$ cat src/rtl/tone_period_decoder.sv
// rtl/tone_period_decoder.sv - GPIO tone period measurement, note classification and lock; optional input filter under TONE_DEGLITCH_EN
module tone_period_decoder #(
  parameter int CLK_HZ     = 50000000,
  parameter int TOL_SHIFT  = 6,
  parameter int LOCK_COUNT = 4,
  parameter int TIMEOUT    = 262143,
  parameter int CNT_W      = 24
) (
  input  logic             clk,
  input  logic             reset,
  input  logic             sig_in,
  output logic [CNT_W-1:0] period,
  output logic             period_valid,
  output logic [1:0]       note,
  output logic             note_valid,
  output logic             timeout
);

  localparam int LOCK_W = $clog2(LOCK_COUNT + 1);
  localparam logic [LOCK_W-1:0] LOCK_FULL = LOCK_W'(LOCK_COUNT);
  localparam logic [CNT_W-1:0] CNT_MAX = '1;
  localparam logic [CNT_W-1:0] TIMEOUT_CNT = CNT_W'(TIMEOUT);

  // Nominal note periods in clk cycles and their acceptance windows
  localparam int PER_G = CLK_HZ / 392;
  localparam int PER_A = CLK_HZ / 440;
  localparam int PER_B = CLK_HZ / 494;
  localparam int PER_C = CLK_HZ / 523;
  localparam logic [CNT_W-1:0] LO_G = CNT_W'(PER_G - (PER_G >> TOL_SHIFT));
  localparam logic [CNT_W-1:0] HI_G = CNT_W'(PER_G + (PER_G >> TOL_SHIFT));
  localparam logic [CNT_W-1:0] LO_A = CNT_W'(PER_A - (PER_A >> TOL_SHIFT));
  localparam logic [CNT_W-1:0] HI_A = CNT_W'(PER_A + (PER_A >> TOL_SHIFT));
  localparam logic [CNT_W-1:0] LO_B = CNT_W'(PER_B - (PER_B >> TOL_SHIFT));
  localparam logic [CNT_W-1:0] HI_B = CNT_W'(PER_B + (PER_B >> TOL_SHIFT));
  localparam logic [CNT_W-1:0] LO_C = CNT_W'(PER_C - (PER_C >> TOL_SHIFT));
  localparam logic [CNT_W-1:0] HI_C = CNT_W'(PER_C + (PER_C >> TOL_SHIFT));

  typedef enum logic {
    WAIT_FIRST = 1'b0,
    MEASURE    = 1'b1
  } stateT;

  stateT             state;
  stateT             stateNext;
  logic              sync1;
  logic              sync2;
  logic              level;
  logic              levelPrev;
  logic              edgeDet;
  logic [CNT_W-1:0]  cnt;
  logic [LOCK_W-1:0] lockCnt;
  logic              matchHit;
  logic [1:0]        matchNote;
  logic [CNT_W-1:0]  periodNext;
  logic              periodValidNext;
  logic [1:0]        noteNext;
  logic [LOCK_W-1:0] lockNext;
  logic              timeoutNext;

  // Two-flop synchronizer for the asynchronous GPIO input
  always_ff @(posedge clk) begin
    if (!reset) begin
      sync1 <= 1'b0;
      sync2 <= 1'b0;
    end else begin
      sync1 <= sig_in;
      sync2 <= sync1;
    end
  end

`ifdef TONE_DEGLITCH_EN
  logic [1:0] stableHist;

  // Filtered level moves only after three agreeing synchronized samples
  always_ff @(posedge clk) begin
    if (!reset) begin
      stableHist <= 2'b00;
      level      <= 1'b0;
    end else begin
      stableHist <= {stableHist[0], sync2};
      if (sync2 && (&stableHist)) begin
        level <= 1'b1;
      end else if (!sync2 && !(|stableHist)) begin
        level <= 1'b0;
      end
    end
  end
`else
  assign level = sync2;
`endif

  // Registered rising-edge detect on the (optionally filtered) level
  always_ff @(posedge clk) begin
    if (!reset) begin
      levelPrev <= 1'b0;
      edgeDet   <= 1'b0;
    end else begin
      levelPrev <= level;
      edgeDet   <= level & ~levelPrev;
    end
  end

  // Period counter: restarts at 1 on each edge, saturates instead of wrapping
  always_ff @(posedge clk) begin
    if (!reset) begin
      cnt <= '0;
    end else if (edgeDet) begin
      cnt <= CNT_W'(1);
    end else if (cnt != CNT_MAX) begin
      cnt <= cnt + 1'b1;
    end
  end

  // Classify the counter value, which equals the measured period on an edge cycle
  always_comb begin
    matchHit  = 1'b1;
    matchNote = 2'd0;
    if (cnt >= LO_G && cnt <= HI_G) begin
      matchNote = 2'd0;
    end else if (cnt >= LO_A && cnt <= HI_A) begin
      matchNote = 2'd1;
    end else if (cnt >= LO_B && cnt <= HI_B) begin
      matchNote = 2'd2;
    end else if (cnt >= LO_C && cnt <= HI_C) begin
      matchNote = 2'd3;
    end else begin
      matchHit = 1'b0;
    end
  end

  // State register
  always_ff @(posedge clk) begin
    if (!reset) begin
      state <= WAIT_FIRST;
    end else begin
      state <= stateNext;
    end
  end

  // Next state: the first edge arms measurement, a silent input drops back
  always_comb begin
    stateNext = state;
    case (state)
      WAIT_FIRST: if (edgeDet) stateNext = MEASURE;
      MEASURE:    if (!edgeDet && cnt >= TIMEOUT_CNT) stateNext = WAIT_FIRST;
      default:    stateNext = WAIT_FIRST;
    endcase
  end

  // Output decisions; an edge takes priority over a simultaneous timeout
  always_comb begin
    periodNext      = period;
    periodValidNext = 1'b0;
    noteNext        = note;
    lockNext        = lockCnt;
    timeoutNext     = timeout;
    case (state)
      WAIT_FIRST: begin
        if (edgeDet) timeoutNext = 1'b0;
      end
      MEASURE: begin
        if (edgeDet) begin
          periodNext      = cnt;
          periodValidNext = 1'b1;
          if (!matchHit) begin
            lockNext = '0;
          end else if (matchNote == note) begin
            if (lockCnt != LOCK_FULL) lockNext = lockCnt + 1'b1;
          end else begin
            noteNext = matchNote;
            lockNext = LOCK_W'(1);
          end
        end else if (cnt >= TIMEOUT_CNT) begin
          timeoutNext = 1'b1;
          lockNext    = '0;
        end
      end
      default: begin
        lockNext = '0;
      end
    endcase
  end

  // Output and lock registers
  always_ff @(posedge clk) begin
    if (!reset) begin
      period       <= '0;
      period_valid <= 1'b0;
      note         <= 2'd0;
      lockCnt      <= '0;
      timeout      <= 1'b0;
    end else begin
      period       <= periodNext;
      period_valid <= periodValidNext;
      note         <= noteNext;
      lockCnt      <= lockNext;
      timeout      <= timeoutNext;
    end
  end

  assign note_valid = (lockCnt == LOCK_FULL);

endmodule
$ cat config.mk
export PLATFORM = sky130hd
export DESIGN_NAME = tone_period_decoder
export DESIGN_NICKNAME = d
export VERILOG_FILES = /design/src/rtl/tone_period_decoder.sv
export SDC_FILE = /design/constraint.sdc
export NUM_CORES = 1
export LEC_CHECK = 0
export BUFFER_PORTS_ARGS = -buffer_cell sky130_fd_sc_hd__buf_4
export CAP_MARGIN = 5
export CORE_MARGIN = 2
export CORE_UTILIZATION = 59
export CTS_CLUSTER_DIAMETER = 120
export DETAILED_ROUTE_END_ITERATION = 7
export MAX_ROUTING_LAYER = met4
export PLACE_DENSITY = 0.8
export SYNTH_ARGS = -nofsm -noshare
export SYNTH_HDL_FRONTEND = slang
export SYNTH_SLANG_ARGS = --single-unit
$ cat constraint.sdc
create_clock -name clk -period 2.85 [get_ports clk]
set_input_delay 0.855 -clock clk [delete_from_list [all_inputs] [get_ports clk]]
set_output_delay 0.855 -clock clk [all_outputs]
set_load 0.01 [all_outputs]
==> results by group <==
Detailed routing
  – WL final: approximately 7600 um
  – DR WL/cell: roughly 15 um
  – DR vias: 2945
  – Remaining DRCs: 0
  – Post-route ant nets: 0
  – Initial drt markers: 159
  – 1st-pass router iterations: 5
  – Vias per inst: 5.97

Worst hold path
  – Hold Path Class: reg2reg
  – Hold path depth: 1

Floorplan
  – Top-Level Pins: 32
  – Std cell rows: 26
  – Core area: about 0.0052 mm2
  – Die Ht: between 70 and 80 um
  – Width of the die: 77.6 um
  – Starting density of the core: 61.8%
  – Die Area: 0.00602 mm2

Power and ir drop
  – Logic pwr share: 2.8%
  – Power per cell area: 444 mW/mm2
  – P_sw: 0.000352 W
  – Clock power share: 44.1%
  – VDD IR max: 0.378 mV
  – Internal power: 0.00125 W
  – Part of the power in registers: 53.1%
  – Pleak: about 1.4 nW
  – Net Sw Frac: 21.9%

Logic synthesis
  – EDFF count, synth: 0
  – Main synth FF type: dfxtp_1
  – Area leader, netlist: dfxtp_1
  – Mapped cell area: 0.00320 mm2
  – Syn_area_per_cell: 8.11 um2
  – Asr flop ratio synth: 0%
  – Yosys top cell area share: 37.6%
  – Register area share after synthesis: between 30 and 40%
  – Synthesis Warnings: 0
  – Cell count after synthesis: 394
  – FF+latch count, synth: 60
  – Post-Syn Nets: 402
  – Ranking of synthesized cells by area: dfxtp_1 38%, nand2_1 9.0%, a21boi_0 6.1%
  – Post-synth cell types: 64

Clock tree
  – Clock Sinks: 60
  – Worst skew pair latency: 0.33 ns
  – CTS buffer count: 9
  – Worst-path clk slew: 0.07 ns
  – Post-CTS setup buffers: 0
  – Longest Clk Path Bufs: 2
  – CTS tree: yes
  – Max H-tree Level: 3
  – Cts hold-fix bufs: 0
  – Root Buffer: clkbuf_8
  – Cts repair resizes: 0

Final layout
  – Commonest non-fill, non-tap cell in the layout: nand2_1
  – Fill count: about 440
  – Multi-input gate area: ~0.0018 mm2
  – Final nets: approximately 430
  – Commonest non-fill, non-tap cells in the layout: 77 x nand2_1, 60 x dfxtp_1, 46 x buf_4
  – Share of layout cells above drive strength 1: 16.5%
  – Synth-to-Final Area Change: 13.0%
  – Register area: around 0.0012 mm2
  – Final core utilization: 69.9%
  – Layout Cells excl Fill: 493
  – N_diodes: 0

Place
  – Dpl ws: 0.308 ns
  – HPWL after DPL: 5470 um
  – GP Congestion: 0.964
  – PortBufs: 31
  – Placed cell count: 479

Global route
  – Total GRT Usage: 27.2%
  – First-pass GRT wire length: 12600 um
  – Vias in the first global route: roughly 2600
  – Initial antenna violation count: 0
  – Gr ovfl total: 0
  – Pin count of the biggest net entering global routing: 40

Timing
  – Fin worst setup slack: 0.243 ns
  – Max-slew headroom: 46.1%
  – Finish-stage setup viols: 0
  – Minimum clock period: 2.61 ns
  – Fmax: 384 MHz
  – Setup_tns: 0 ns
  – Layout Skew: 0.00861 ns
  – Final Cycle Share: 91.5%
  – Slew Viols, Final: 0
  – RSZ-0062 raised after global routing: no
  – Slew @ Worst Pin: 0.805 ns
  – Hold Vio Cnt, Final: 0

Setup path
  – Worst path slowest cell: dfxtp_1
  – Startpoint Class: register
  – Critical Path, Cell by Cell: nand4_1 -> or2_2 -> or3_1 -> and4_1 -> nand2_1 -> nor3_1 -> xnor2_1 -> nor2_1
  – WP data required: 3.05 ns
  – Kind of critical path: reg2reg
  – Critical Path Max Stage Delay: 0.55 ns
  – R2R depth: 8
  – Largest fanout on the critical path: 11
  – CP endpoint kind: register
  – WP data arrival: between 2 and 3 ns

Status
  – Status: complete, no violations

Flow run
  – Max Cap Viol: 0
metrics by stage:
step	cell area [um2]	hold WS [ns]	total power, W
2_1_floorplan	3200	0.367	0.000904
3_3_place_gp	3440	0.370	0.000914
3_5_place_dp	3440	0.385	0.000916
4_1_cts	3610	0.394	0.00161
5_1_grt	3610	0.426	0.00165
6_report	3610	0.390	0.00161
final cells by class:
class                   count  share of cell area [%]
repair buffers             46                    9.56
inverters                  11                    1.14
multi-input cells         292                    48.9
flip-flops and latches     60                    33.2
clock buffers              11                    3.64
well taps                  70                    2.42
clock inverters             3                    1.11
worst max-delay path: cells and delay by family (launching register included):
family / cells / cell delay (ns)
XOR/XNOR: 1 / 0.14
flip-flops: 1 / 0.55
AND/OR/NAND/NOR: 7 / 1.78
final timing paths:
path / start / end / slack [ns]
worst max-delay path: cnt[4]$_SDFFE_PP0P_ / cnt[23]$_SDFFE_PP0P_ / 0.24
worst min register to register: levelPrev$_SDFF_PN0_ / edgeDet$_SDFF_PN0_ / 0.39
worst min-delay path: levelPrev$_SDFF_PN0_ / edgeDet$_SDFF_PN0_ / 0.39
worst max register to register: cnt[4]$_SDFFE_PP0P_ / cnt[23]$_SDFFE_PP0P_ / 0.24
state kept, by name, summed over array words and instances (netlist names):
| name | flops |
|---|---|
| note | 2 |
| timeout | 1 |
| levelPrev | 1 |
| period_valid | 1 |
| state | 1 |
| lockCnt | 3 |
| period | 24 |
| edgeDet | 1 |
| level | 1 |
| cnt | 24 |
| sync1 | 1 |
metal layers:
layer	routed length (um)	GRT usage (%)	vias up
met3	361	3.84	18
li1	-	-	1433
met1	3400	34.1	1397
met2	3620	44.2	97
met5	0	-	-
met4	186	11.3	0
logic make-up after synthesis:
kind of cell	count (synthesis)	share of synthesized area (%)
buffers and inverters	42	7.36
multiplexers	2	0.626
AO/OA/AOI/OAI	85	19.2
AND/OR/NAND/NOR	184	28.9
XOR/XNOR	16	4.38
adder cells (fa/ha/maj)	5	1.96
flip-flops	60	37.6
power groups by stage:
stage / clock [W] / combinational [W] / sequential, W
global route: 0.000751 / 0.0000498 / 0.000853
floorplan: 0 / 0.0000374 / 0.000867
finish: 0.000709 / 0.0000442 / 0.000853
global placement: 0 / 0.0000433 / 0.000871
detailed placement: 0 / 0.0000443 / 0.000871
CTS: 0.000716 / 0.0000447 / 0.000853
synth_stat cells (9+ instances only):
cell,number
nand2_1,77
nand3_1,15
dfxtp_1,60
nand4_1,11
a21boi_0,26
clkbuf_1,15
nor2_1,30
and3_1,9
a21oi_1,11
inv_1,11
o21ai_0,11
(Power assumes the default switching activity.)
